[config.mk]
export PLATFORM = sky130hd
export DESIGN_NAME = imem_line_server
export DESIGN_NICKNAME = d
export VERILOG_FILES = /design/src/rtl/imem_line_server.sv
export SDC_FILE = /design/constraint.sdc
export NUM_CORES = 1
export LEC_CHECK = 0
export BUFFER_PORTS_ARGS = -buffer_cell sky130_fd_sc_hd__buf_2
export CORE_AREA = 5 5 208 210
export DETAILED_ROUTE_END_ITERATION = 6
export DIE_AREA = 0 0 213 215
export GPL_TIMING_DRIVEN = 1
export SETUP_SLACK_MARGIN = 0.1
export SYNTH_ARGS = -nofsm -noshare
export SYNTH_HDL_FRONTEND = slang
export SYNTH_SLANG_ARGS = --single-unit
[constraint.sdc]
create_clock -name clk -period 9.48 [get_ports clk]
set_input_delay 1.896 -clock clk [delete_from_list [all_inputs] [get_ports clk]]
set_output_delay 1.896 -clock clk [all_outputs]
set_load 0.03 [all_outputs]
[src/rtl/imem_line_server.sv]
// rtl/imem_line_server.sv - instruction-fetch responder with a single-line buffer refilled over a req/ack bus
module imem_line_server #(
    parameter int LINE_WORDS = 4
) (
    input  logic        clk,
    input  logic        reset,
    input  logic        imem_req,
    input  logic [31:0] imem_addr,
    output logic        imem_valid,
    output logic [31:0] imem_data,
    output logic        imem_fault,
    input  logic        invalidate,
    output logic        mem_req,
    output logic [31:0] mem_addr,
    input  logic        mem_ack,
    input  logic [31:0] mem_rdata
);
    localparam int IDX_BITS = $clog2(LINE_WORDS);
    localparam int OFF_BITS = IDX_BITS + 2;
    localparam int TAG_BITS = 32 - OFF_BITS;

    typedef enum logic {IDLE, REFILL} state_t;

    state_t              r_state;
    logic [31:0]         r_line [LINE_WORDS];
    logic                r_line_valid;
    logic [TAG_BITS-1:0] r_tag;
    logic [TAG_BITS-1:0] r_req_tag;
    logic [IDX_BITS-1:0] r_req_idx;
    logic [IDX_BITS-1:0] r_cnt;
    logic                r_inv_seen;
    logic                r_imem_valid;
    logic [31:0]         r_imem_data;
    logic                r_imem_fault;
    logic                r_mem_req;
    logic [31:0]         r_mem_addr;

    logic [TAG_BITS-1:0] w_req_tag;
    logic [IDX_BITS-1:0] w_req_idx;
    logic [IDX_BITS-1:0] w_cnt_next;
    logic                w_hit;
    logic                w_last;

    assign w_req_tag  = imem_addr[31:OFF_BITS];
    assign w_req_idx  = imem_addr[OFF_BITS-1:2];
    assign w_cnt_next = r_cnt + IDX_BITS'(1);
    assign w_hit      = r_line_valid && (r_tag == w_req_tag) && !invalidate;
    assign w_last     = (r_cnt == IDX_BITS'(LINE_WORDS - 1));

    always_ff @(posedge clk) begin
        if (reset) begin
            r_state      <= IDLE;
            r_line_valid <= 1'b0;
            r_tag        <= '0;
            r_req_tag    <= '0;
            r_req_idx    <= '0;
            r_cnt        <= '0;
            r_inv_seen   <= 1'b0;
            r_imem_valid <= 1'b0;
            r_imem_data  <= '0;
            r_imem_fault <= 1'b0;
            r_mem_req    <= 1'b0;
            r_mem_addr   <= '0;
        end else begin
            r_imem_valid <= 1'b0;
            r_imem_fault <= 1'b0;
            case (r_state)
                IDLE: begin
                    if (invalidate)
                        r_line_valid <= 1'b0;
                    if (imem_req) begin
                        if (imem_addr[1:0] != 2'b00) begin
                            r_imem_valid <= 1'b1;
                            r_imem_fault <= 1'b1;
                            r_imem_data  <= '0;
                        end else if (w_hit) begin
                            r_imem_valid <= 1'b1;
                            r_imem_data  <= r_line[w_req_idx];
                        end else begin
                            r_req_tag    <= w_req_tag;
                            r_req_idx    <= w_req_idx;
                            r_line_valid <= 1'b0;
                            r_cnt        <= '0;
                            r_inv_seen   <= 1'b0;
                            r_mem_req    <= 1'b1;
                            r_mem_addr   <= {w_req_tag, {OFF_BITS{1'b0}}};
                            r_state      <= REFILL;
                        end
                    end
                end
                REFILL: begin
                    if (invalidate)
                        r_inv_seen <= 1'b1;
                    if (mem_ack) begin
                        r_line[r_cnt] <= mem_rdata;
                        if (w_last) begin
                            r_mem_req    <= 1'b0;
                            r_line_valid <= !(r_inv_seen || invalidate);
                            r_tag        <= r_req_tag;
                            r_imem_valid <= 1'b1;
                            // The requested word may be the one arriving this cycle.
                            r_imem_data  <= (r_req_idx == r_cnt) ? mem_rdata : r_line[r_req_idx];
                            r_state      <= IDLE;
                        end else begin
                            // Index field wraps inside the line; the tag never carries.
                            r_cnt      <= w_cnt_next;
                            r_mem_addr <= {r_req_tag, w_cnt_next, 2'b00};
                        end
                    end
                end
                default: r_state <= IDLE;
            endcase
        end
    end

    assign imem_valid = r_imem_valid;
    assign imem_data  = r_imem_data;
    assign imem_fault = r_imem_fault;
    assign mem_req    = r_mem_req;
    assign mem_addr   = r_mem_addr;
endmodule

Word-level counts from Yosys, hierarchy flattened

Memory sizes are Yosys's and may differ from the RTL's. A register that Yosys moved wholly into a read port is not among the register bits.
Cells that the tools add are included.

Add/subtract/negate cells: 1
Equal/unequal tests: 11
Mux-type cells: 56
Bitwise operators: 4
Reduce and logical (&&, ||, !) cells: 14

Operator list:

| cell                                                   | count |
|---|---|
| 2-to-1 mux 32 bit                                      | 11 |
| case mux 32 bit (2 select lines)                       | 2 |
| 2-to-1 mux 1 bit                                       | 30 |
| equality test 28 bit                                   | 1 |
| 2-to-1 mux 2 bit                                       | 7 |
| inequality test 2 bit (second input constant)          | 6 |
| AND reduction 4 bit                                    | 3 |
| case mux 1 bit (2 select lines)                        | 5 |
| AND reduction 5 bit                                    | 2 |
| NOT 1 bit                                              | 4 |
| case mux 2 bit (2 select lines)                        | 1 |
| inequality test 3 bit (second input constant)          | 1 |
| AND reduction 3 bit                                    | 1 |
| OR reduction 3 bit                                     | 1 |
| adder 2 x 1 -> 2 bit (second input constant)           | 1 |
| equality test 2 bit                                    | 1 |
| equality test 2 bit (second input constant)            | 1 |
| logical AND 1 bit                                      | 2 |
| logical NOT 1 bit                                      | 2 |
| inequality test 2 x 1 -> 1 bit (second input constant) | 1 |
| AND reduction 2 bit                                    | 1 |
| nonzero test 2 bit                                     | 1 |
| logical OR 1 bit                                       | 1 |

Bits in registers: 130
Memory bits (writable): 128
Output and inout port bits: 67
Word-level logic and storage cells: 99
Memories: 1

Memory list:

| memory | words | bits a word | rd ports | clocked after Yosys merged registers in | write ports | RTL line | RTL |
|---|---|---|---|---|---|---|---|
| r_line | 4     | 32          | 2        | 1                                       | 1           | 25       | `logic [31:0] r_line [LINE_WORDS];` |

Depth between registers and ports, before layout

Gate-level depths: netlist of the first run.

Depth after elaboration: 7
Mapped depth: 8

Least setup slack after synthesis of the first run

No wires, ideal clock.

Path type: input to register
Start: input reset
End: memory r_line[3][0], enable pin
Library setup time: 421 ps
Data arrival time: 4017 ps
Required time: 9059 ps
Setup slack: 5042 ps
Stages on the path: 5
Cells stage by stage: clkbuf_1 > clkbuf_1 > clkbuf_1 > clkbuf_1 > nor2_1

Longest elaborated chain between the ends: 2

Ends and longest elaborated chain:

| what                                   | RTL line | RTL |
|---|---|---|
| start, declared                        | 6        | `input logic reset,` |
| 2-to-1 mux 1 bit                       | 51       | `if (reset) begin` |
| 2-to-1 mux 1 bit (implied by the code) | 95       | `r_line[r_cnt] <= mem_rdata;` |
| end, declared                          | 25       |  |

Every way passes these cells.

Worst setup path after layout of the first run

Start: input imem_addr[12]
End: register r_mem_addr[31], in the netlist mem_addr[31]

Longest elaborated chain between the ends: 5

Ends and longest elaborated chain:

| what                            | RTL line | RTL |
|---|---|---|
| start, declared                 | 8        | `input logic [31:0] imem_addr,` |
| equality test 28 bit            | 47       | `assign w_hit = r_line_valid && (r_tag == w_req_tag) && !invalidate;` |
| logical AND 1 bit (2 in a row)  | 47       |  |
| inequality test 2 bit (no line) | --       |  |
| AND reduction 5 bit (no line)   | --       |  |
| end signal, assigned            | 86       | `r_mem_addr <= {w_req_tag, {OFF_BITS{1'b0}}};` |
| end signal, assigned            | 107      | `r_mem_addr <= {r_req_tag, w_cnt_next, 2'b00};` |
| end, declared                   | 36       | `logic [31:0] r_mem_addr;` |

Every way passes these cells.
A chain may end at the register's enable or synchronous reset.

==> out/metrics.csv, run 1 <==
stage;metric;value;unit
power_and_ir_drop;power.density;187;mW/mm²
die;die_w;213;µm
job;cap_viol_max_count;0;
route;drc;0;
yosys;synth_edf_count;128;
die;dieArea;0.0458;mm²
setup_path;slowest_delay;530;ps
setup_path;critPathLaunchType;input pin;
setup_path;cp_slowest_cell;o2bb2ai_4;
yosys;synthCells;912;
sta;maxSlewViolCount;0;
finish;layout_commonest_cell;buf_2;
finish;regArea;0.00641;mm²
finish;drive_gt1_frac;0.293;
clock_network;cts_resized;0;
placement;dp_hpwl;18800;µm
hold_path;worst_hold_path_type;flip-flop to flip-flop;
yosys;ys.flop_type;edfxtp_1;
sta;period_needed;3790;ps
sta;tightest_slew;1080;ps
sta;rsz0062_at_grt;no;
yosys;async_flop_share;0;
clock_network;cts_buffers;27;
clock_network;cts.sinks;256;
global_route;antenna_found_initial;4;
run_status;status;complete, no violations;
die;pin_count;136;
clock_network;cts_buffer_depth;3;
setup_path;arrival;4220;ps
sta;fmax;264;MHz
die;floorplan.core_area;0.0414;mm²
die;rows;75;
die;die_h;215;µm
setup_path;worst_setup_path_end_kind;flip-flop;
yosys;ys_ff_latch;256;
setup_path;crit_type;input pin to flip-flop;
power_and_ir_drop;vdd_drop_max;0.000149;V
placement;place_congestion;0.747;
global_route;grt_pass1_vias;7789;
yosys;yosysSeqAreaShare;0.541;
sta;final_hold_viol_count;0;
clock_network;path_clk_slew;60;ps
clock_network;cts_tree;done;
finish;fill_cells;4125;
finish;num-nets-final;1089;
yosys;yosys_warnings;0;
setup_path;crit_fanout;38;
clock_network;cts_max_level;1;
sta;min_period_over_period;0.400;
finish;syn_to_final_growth;17.8;%
global_route;grt_pass1_wl;47700;µm
sta;fin_setup_tns;0;ps
global_route;grt_max_degree;89;
finish;final_cell_mix;buf_2 (132), edfxtp_1 (128), dfxtp_1 (126);
global_route;grt_util_all_layers;0.133;
route;viasPerCell;4.96;
power_and_ir_drop;p_leak;4.73;nW
clock_network;clk_latency;560;ps
finish;multi_input_area;0.00507;mm²
route;dr.pass1.iters;5;
clock_network;cts_root_buffer;clkbuf_16;
sta;relSlewSlack;0.279;
placement;postPlaceCellArea;0.0130;mm²
clock_network;cts_setup_buffers;0;
yosys;syn-cell-area;0.0118;mm²
sta;setup_viol;0;
yosys;ys_types;45;
route;wl_per_cell;19.7;µm
placement;port_buffers;133;
setup_path;worstPathRequired;9910;ps
yosys;syn_avg_cell_area;13.0;µm²
setup_path;crit_chain;buf_2 -> xnor2_1 -> nand4_1 -> nor4_4 -> buf_4 -> o2bb2ai_4 -> mux2_2;
route;wl;31100;µm
route;vias;7821;
route;drt_iter0_drc;649;
global_route;overflow;0;
die;initial_utilization;0.286;
finish;final_util;0.337;
finish;fin_area;0.0139;mm²
sta;finClkSkew;22.6;ps
route;ant_nets;0;
clock_network;hold_buffers;0;
==> cell usage after synthesis, drive strengths merged (4+ instances only) <==
cell | n | area (µm²)
a211oi | 32 | 240
a21oi | 34 | 170
a22oi | 32 | 240
a311oi | 32 | 280
and2 | 4 | 25.0
buf | 32 | 231
clkbuf | 45 | 169
dfxtp | 128 | 2560
edfxtp | 128 | 3840
ha | 4 | 50.1
mux2 | 28 | 349
mux2i | 60 | 601
mux4 | 64 | 1440
nand2 | 96 | 360
nand2b | 65 | 407
nand4 | 7 | 56.3
nor2 | 34 | 128
nor2b | 30 | 195
xnor2 | 28 | 245
==> worst paths after layout <==
check,startpoint,end,slack [ps],cells past startpoint
max,imem_addr[12],mem_addr[31]$_SDFFE_PP0P_,5690,7
max reg2reg,r_tag[8]$_SDFFE_PP0P_,mem_addr[31]$_SDFFE_PP0P_,6830,6
min,r_tag[8]$_SDFFE_PP0P_,r_tag[8]$_SDFFE_PP0P_,460,2
min reg2reg,r_tag[8]$_SDFFE_PP0P_,r_tag[8]$_SDFFE_PP0P_,460,2
==> through the flow <==
stage | setup slack, ps | std cells | hold WS [ps] | total power [W]
floorplan | 5040 | 913 | 445 | 0.00141
global placement | 5100 | 1526 | 445 | 0.00149
detailed placement | 5090 | 1526 | 460 | 0.00150
CTS | 5660 | 1575 | 467 | 0.00264
global route | 5560 | 1576 | 485 | 0.00271
finish | 5690 | 1577 | 465 | 0.00260
==> flip-flops by register name, indices dropped and copies added (netlist names), named ones only <==
| register | count |
|---|---|
| r_line | 128 |
| imem_data | 32 |
| mem_addr | 29 |
| r_req_tag | 28 |
| r_tag | 28 |
| r_req_idx | 2 |
| imem_fault | 1 |
| imem_valid | 1 |
| mem_req | 1 |
| r_cnt | 1 |
| r_inv_seen | 1 |
| r_line_valid | 1 |
| r_state | 1 |
==> critical path, delay by kind of cell <==
kind / cells / cell delay [ps]
AND/OR/NAND/NOR: 2 / 550
AO/OA/AOI/OAI: 1 / 530
XOR/XNOR: 1 / 180
buffers and inverters: 2 / 590
multiplexers: 1 / 420
==> cell type report <==
type,count,share of cell area
flip-flops and latches,256,0.460
multi-input cells,578,0.364
repair buffers,151,0.0576
clock buffers,36,0.0559
well taps,539,0.0484
clock inverters,13,0.0133
inverters,2,0.000539
diodes,2,0.000359
==> layer usage <==
layer / up-vias / GRT usage / wire, µm
met5: - / 0 / 25
met4: 4 / 0.0337 / 781
met3: 55 / 0.0252 / 1750
met2: 217 / 0.222 / 15300
met1: 3914 / 0.178 / 13200
li1: 3631 / - / -
==> where the power goes <==
group | internal (W) | switching, W | total [W]
Sequential | 0.00119 | 0.0000175 | 0.00121
Combinational | 0.000103 | 0.000158 | 0.000260
Clock | 0.000688 | 0.000450 | 0.00114
==> cells by family (layout without fill, tap and decap cells) <==
logic type | count (synthesis) | in the layout | synth area share
buffers and inverters | 79 | 202 | 0.0345
xor gates and xnor gates | 30 | 30 | 0.0222
muxes | 152 | 152 | 0.202
AOI/OAI and AO/OA | 140 | 140 | 0.0858
and+or+nand+nor | 250 | 250 | 0.110
other | 1 | 4 | 0.000317
DFF | 256 | 256 | 0.541
adders and majority gates | 4 | 4 | 0.00423
Note: power is estimated with default switching activity, not from simulation.
==> inputs of run 2 (changes only) <==
==> constraint.sdc (replaced) <==
create_clock -name clk -period 3.8 [get_ports clk]
set_input_delay 0.76 -clock clk [delete_from_list [all_inputs] [get_ports clk]]
set_output_delay 0.76 -clock clk [all_outputs]
set_load 0.03 [all_outputs]
==> run 2 against run 1 <==
Setup slack got worse by 4600 ps. Critical path depth decreased by 1. Combinational power increased to 2.5 times the previous value. Power increased by 140%. Critical endpoint is now imem_data[1]$_SDFFE_PP0P_. Highest routed layer unchanged.
==> out/metrics.csv, run 2 (synthesis gave the netlist of run 1 again) <==
stage;metric;value;unit
route;dr.pass1.iters;5;
finish;largest_reg_flops;128;
power_and_ir_drop;p_leak;4.73;nW
finish;drive_gt1_frac;0.289;
global_route;grt_use_met1;0.186;
placement;dp_hpwl;19400;µm
placement;pre_cts_ws;677;ps
setup_path;critPathLaunchType;flip-flop;
global_route;grt_pass1_vias;7834;
finish;syn_to_final_growth;18.0;%
finish;fill_cells;4088;
power_and_ir_drop;swShare;0.251;
power_and_ir_drop;vdd_drop_max;0.000421;V
placement;place_congestion;0.745;
clock_network;cts_buffer_depth;3;
clock_network;cts_max_level;1;
clock_network;clk_latency;570;ps
die;floorplan.core_area;0.0414;mm²
global_route;grt_pass1_wl;48800;µm
finish;largest_register;r_line;
finish;num-nets-final;1093;
route;drt_iter0_drc;478;
power_and_ir_drop;p_switching;0.00160;W
sta;fmax;365;MHz
hold_path;worst_hold_path_type;input pin to flip-flop;
setup_path;crit_fanout;33;
finish;final_cell_mix;buf_2 (132), edfxtp_1 (128), dfxtp_1 (126);
global_route;overflow;0;
route;wl;32100;µm
run_status;status;complete, no violations;
setup_path;reg2reg_depth;6;
die;initial_utilization;0.286;
sta;maxSlewViolCount;0;
power_and_ir_drop;pwr-share-clk;0.424;
die;pin_count;136;
route;viasPerCell;4.97;
setup_path;crit_type;flip-flop to flip-flop;
global_route;gr-usage-met3;0.0257;
global_route;grt-busiest-layer;met2;
clock_network;cts.sinks;256;
power_and_ir_drop;combPwrFrac;0.103;
clock_network;hold_buffers;0;
setup_path;r2r-start;r_cnt[0]$_SDFFE_PP0P_;
sta;fin_ws;1060;ps
setup_path;worst_setup_path_end_kind;flip-flop;
global_route;grt_util_all_layers;0.136;
global_route;antenna_found_initial;3;
power_and_ir_drop;p_int;0.00477;W
sta;min_period_over_period;0.721;
clock_network;cts_buffers;28;
global_route;grt_max_degree;103;
sta;rsz0062_at_grt;no;
job;cap_viol_max_count;0;
global_route;met2_usage;0.229;
sta;fin_setup_tns;0;ps
sta;final_hold_viol_count;0;
die;dieArea;0.0458;mm²
setup_path;worstSetupEndpoint;imem_data[1]$_SDFFE_PP0P_;
power_and_ir_drop;power.density;456;mW/mm²
finish;layout_commonest_cell;buf_2;
clock_network;cts_root_buffer;clkbuf_16;
placement;port_buffers;133;
clock_network;cts_tree;done;
power_and_ir_drop;pwr-share-seq;0.473;
sta;period_needed;2740;ps
route;ant_nets;0;
setup_path;r2r_end;imem_data[1]$_SDFFE_PP0P_;
setup_path;arrival;3220;ps
route;wl_per_cell;20.3;µm
setup_path;worstPathRequired;4280;ps
sta;finClkSkew;23.6;ps
setup_path;crit_start;r_cnt[0]$_SDFFE_PP0P_;
sta;tightest_slew;1120;ps
clock_network;cts_resized;0;
die;die_w;213;µm
clock_network;path_clk_slew;70;ps
setup_path;regToRegSetupSlack;1060;ps
sta;relSlewSlack;0.250;
route;vias;7865;
die;rows;75;
clock_network;cts_setup_buffers;0;
route;drc;0;
sta;setup_viol;0;
die;die_h;215;µm
## run 2: changes by cell type in the layout (fill, tap and decap cells not counted), sizes merged
cell    before  now
clkbuf      36   35
bufinv       4    1
buf        151  154
diode        2    5
clkinv       8   13
## run 2: area by class of cell
type / instances / area (µm²) / area share
diodes: 5 / 12.5 / 0.000896
clock inverters: 15 / 124 / 0.00887
well taps: 539 / 674 / 0.0483
flip-flops and latches: 256 / 6410 / 0.459
inverters: 2 / 7.51 / 0.000538
repair buffers: 154 / 876 / 0.0627
clock buffers: 35 / 790 / 0.0565
multi-input cells: 578 / 5070 / 0.363
## run 2: routing by layer
layer  up-vias  routed length (µm)
li1       3642                   -
met1      3966               13800
met2       217               15900
met3        38                1910
met4         2                 512
met5         -                  13
## run 2: power groups by stage
stage / Sequential (W) / Combinational [W] / Clock (W)
2_1_floorplan: 0.00316 / 0.000353 / 0
3_3_place_gp: 0.00307 / 0.000659 / 0
3_5_place_dp: 0.00307 / 0.000669 / 0
4_1_cts: 0.00301 / 0.000672 / 0.00278
5_1_grt: 0.00302 / 0.000712 / 0.00289
6_report: 0.00301 / 0.000659 / 0.00270
## run 2: worst max-delay path, stage by stage, from the launching register on
cell and delay, ps:
dfxtp_1 460, ha_1 320, nand3_1 670, nand2_1 310, buf_4 470, a211oi_1 100, a311oi_1 290
## run 2: stage by stage
| stage | utilization | hold WS (ps) | instances | cell area, µm² | power, W |
|---|---|---|---|---|---|
| finish | 0.337 | 417 | 1584 | 14000 | 0.00637 |
| global route | 0.337 | 397 | 1579 | 14000 | 0.00662 |
| CTS | 0.337 | 384 | 1579 | 14000 | 0.00646 |
| detailed placement | 0.315 | 451 | 1529 | 13000 | 0.00374 |
| global placement | 0.315 | 444 | 1529 | 13000 | 0.00373 |
| floorplan | - | 445 | 913 | 11800 | 0.00351 |
## run 2: how the worst min path moves through the flow
stage                                         end  cells after the start                       from  slack, ps
final                      r_line[1][1]$_DFFE_PP_                      1               mem_rdata[1]        420
after floorplan             r_tag[0]$_SDFFE_PP0P_                      2  r_req_tag[0]$_SDFFE_PP0P_        440
after CTS                  r_line[1][1]$_DFFE_PP_                      1               mem_rdata[1]        380
after global placement       mem_req$_SDFFE_PP0P_                      2       mem_req$_SDFFE_PP0P_        440
after global routing      r_line[2][16]$_DFFE_PP_                      1              mem_rdata[16]        400
after detailed placement     mem_req$_SDFFE_PP0P_                      2       mem_req$_SDFFE_PP0P_        450
==> inputs of run 3 (changes only) <==
--- a/config.mk
+++ b/config.mk
@@ -5,6 +5,7 @@
 export SDC_FILE = /design/constraint.sdc
 export NUM_CORES = 1
 export LEC_CHECK = 0
+export ABC_AREA = 1
 export BUFFER_PORTS_ARGS = -buffer_cell sky130_fd_sc_hd__buf_2
 export CORE_AREA = 5 5 208 210
 export DETAILED_ROUTE_END_ITERATION = 6
==> constraint.sdc (replaced) <==
create_clock -name clk -period 2.85 [get_ports clk]
set_input_delay 0.57 -clock clk [delete_from_list [all_inputs] [get_ports clk]]
set_output_delay 0.57 -clock clk [all_outputs]
set_load 0.03 [all_outputs]
==> run 3 against run 2 <==
Setup slack got worse by 310 ps. Sequential share of layout area decreased by 0.23 points. First-iteration DRC count increased by 28%. Critical path type unchanged.
==> out/metrics.csv, run 3 <==
stage;metric;value;unit
run_status;status;complete, no violations;
yosys;yosysSeqAreaShare;0.546;
clock_network;cts.sinks;256;
setup_path;crit_type;flip-flop to flip-flop;
sta;min_period_over_period;0.738;
power_and_ir_drop;power;0.00925;W
route;viasPerCell;4.77;
setup_path;slowest_delay;460;ps
die;die_w;213;µm
clock_network;cts_max_level;1;
placement;port_buffers;133;
placement;postPlaceCellArea;0.0130;mm²
global_route;grt_pass1_wl;51500;µm
global_route;met2_usage;0.232;
setup_path;cp_slowest_cell;dfxtp_1;
yosys;synthCells;1427;
setup_path;crit_top_cell;nor2_1;
route;ant_nets;0;
power_and_ir_drop;p_leak;5.66;nW
setup_path;crit_chain;inv_1 -> nand2_1 -> nand4_1 -> buf_4 -> o21ai_0 -> o22ai_1 -> nor2_1 -> nor2_1;
global_route;grt_util_all_layers;0.138;
finish;largest_register;r_line;
global_route;gr-usage-met3;0.0404;
yosys;yosys_warnings;0;
yosys;ys_ff_latch;256;
global_route;grt_pass1_vias;9783;
placement;place_congestion;0.765;
clock_network;clk_latency;550;ps
hold_path;worst_hold_path_type;input pin to flip-flop;
finish;num-nets-final;1594;
clock_network;path_clk_slew;60;ps
yosys;async_flop_share;0;
finish;fin_cells;2085;
die;rows;75;
sta;finClkSkew;16.6;ps
finish;final_cell_mix;o21ai_0 (245), nand2_1 (232), a21oi_1 (170);
die;initial_utilization;0.284;
route;drt_iter0_drc;611;
sta;rsz0062_at_grt;no;
sta;fmax;475;MHz
clock_network;cts_buffer_depth;3;
global_route;grt_use_met1;0.173;
setup_path;crit_fanout;34;
sta;maxSlewViolCount;0;
route;wl;32500;µm
global_route;grt-busiest-layer;met2;
setup_path;critPathLaunchType;flip-flop;
yosys;synthTopCellsByArea;edfxtp_1 (33%), dfxtp_1 (22%), o21ai_0 (10%);
yosys;syn_avg_cell_area;8.23;µm²
finish;drive_gt1_frac;0.148;
sta;relSlewSlack;0.566;
die;pin_count;136;
die;dieArea;0.0458;mm²
finish;layout_commonest_cell;o21ai_0;
placement;dp_hpwl;20000;µm
power_and_ir_drop;power.density;658;mW/mm²
setup_path;arrival;2540;ps
power_and_ir_drop;vdd_drop_max;0.000577;V
sta;setup_viol;0;
clock_network;hold_buffers;0;
yosys;ys_types;29;
yosys;synthTopCellsByCount;o21ai_0 (245), nand2_1 (233), a21oi_1 (170);
global_route;antenna_found_initial;7;
global_route;overflow;0;
finish;final_util;0.339;
route;vias;9948;
clock_network;cts_resized;0;
setup_path;worstPathRequired;3280;ps
finish;syn_to_final_growth;19.7;%
yosys;ys.flop_type;edfxtp_1;
route;dr.pass1.iters;5;
setup_path;worst_setup_path_end_kind;flip-flop;
yosys;synth_edf_count;128;
clock_network;cts_root_buffer;clkbuf_16;
sta;final_hold_viol_count;0;
yosys;synth.largest_area_cell;edfxtp_1;
clock_network;cts_setup_buffers;0;
sta;period_needed;2100;ps
finish;largest_reg_flops;128;
route;drc;0;
die;floorplan.core_area;0.0414;mm²
finish;fin_area;0.0140;mm²
placement;dp_cells;2027;
yosys;synth_most_common_cell;o21ai_0;
global_route;grt_max_degree;120;
clock_network;cts_tree;done;
clock_network;cts_buffers;31;
sta;tightest_slew;650;ps
die;die_h;215;µm
yosys;syn-cell-area;0.0117;mm²
yosys;synth_top_area_frac;0.327;
route;wl_per_cell;15.6;µm
job;cap_viol_max_count;0;
==> run 3: cell count changes in the layout (fill, tap and decap cells not counted), sizes merged, moves of 32 or more <==
cell and change:
a211oi -32, a21oi +136, a22oi -32, a311oi -32, inv +152, mux2i -60, mux4 -64, nand2 +139
nand2b -65, nor2 +126, o21ai +247
==> run 3: logic make-up (layout without fill, tap and decap cells) <==
group | after synthesis | in the layout | synth area share
buffers and inverters | 257 | 374 | 0.0870
adder cells (fa/ha/maj) | 4 | 4 | 0.00426
AO/OA/AOI/OAI | 482 | 482 | 0.214
AND/OR/NAND/NOR | 410 | 410 | 0.135
XOR/XNOR | 17 | 17 | 0.0127
other | 1 | 3 | 0.000319
flip-flops | 256 | 256 | 0.546
==> run 3: layer usage <==
metal / routed length [µm] / vias to the layer above
met3: 2490 / 59
met5: 67 / -
met1: 13700 / 4636
li1: - / 4955
met2: 15600 / 286
met4: 601 / 12
==> run 3: final timing paths <==
path | start | end | slack, ps | cells past startpoint
max | r_cnt[0]$_SDFFE_PP0P_ | imem_data[25]$_SDFFE_PP0P_ | 750 | 8
min | mem_rdata[17] | r_line[0][17]$_DFFE_PP_ | 250 | 1
max reg2reg | r_cnt[0]$_SDFFE_PP0P_ | imem_data[25]$_SDFFE_PP0P_ | 750 | 8
min reg2reg | r_inv_seen$_SDFFE_PP0P_ | r_inv_seen$_SDFFE_PP0P_ | 470 | 2
==> run 3: stage by stage <==
step / hold WS [ps] / setup TNS (ps) / worst slack, ps
global placement: 451 / 0 / 459
floorplan: 440 / -11940 / -124
global route: 213 / 0 / 427
CTS: 204 / 0 / 667
finish: 246 / 0 / 746
detailed placement: 457 / 0 / 424
==> run 3: critical path, delay by kind of cell, from the launching register on <==
kind,cells,cell delay (ps)
flops,1,460
simple gates,4,670
buf+inv,2,540
compound gates,2,300
==> run 3: area by class of cell <==
cell class / instances / area (µm²)
clock inverters: 10 / 85.1
repair buffers: 161 / 988
diodes: 1 / 2.50
fillers: 4203 / 27300
well taps: 539 / 674
inverters: 156 / 588
multi-input cells: 915 / 4350
flip-flops and latches: 256 / 6410
clock buffers: 47 / 941
==> run 3: report_power, final <==
group          switching, W  internal, W  total, W
registers         0.0000924      0.00401   0.00410
logic              0.000888     0.000389   0.00128
clock network       0.00151      0.00236   0.00387
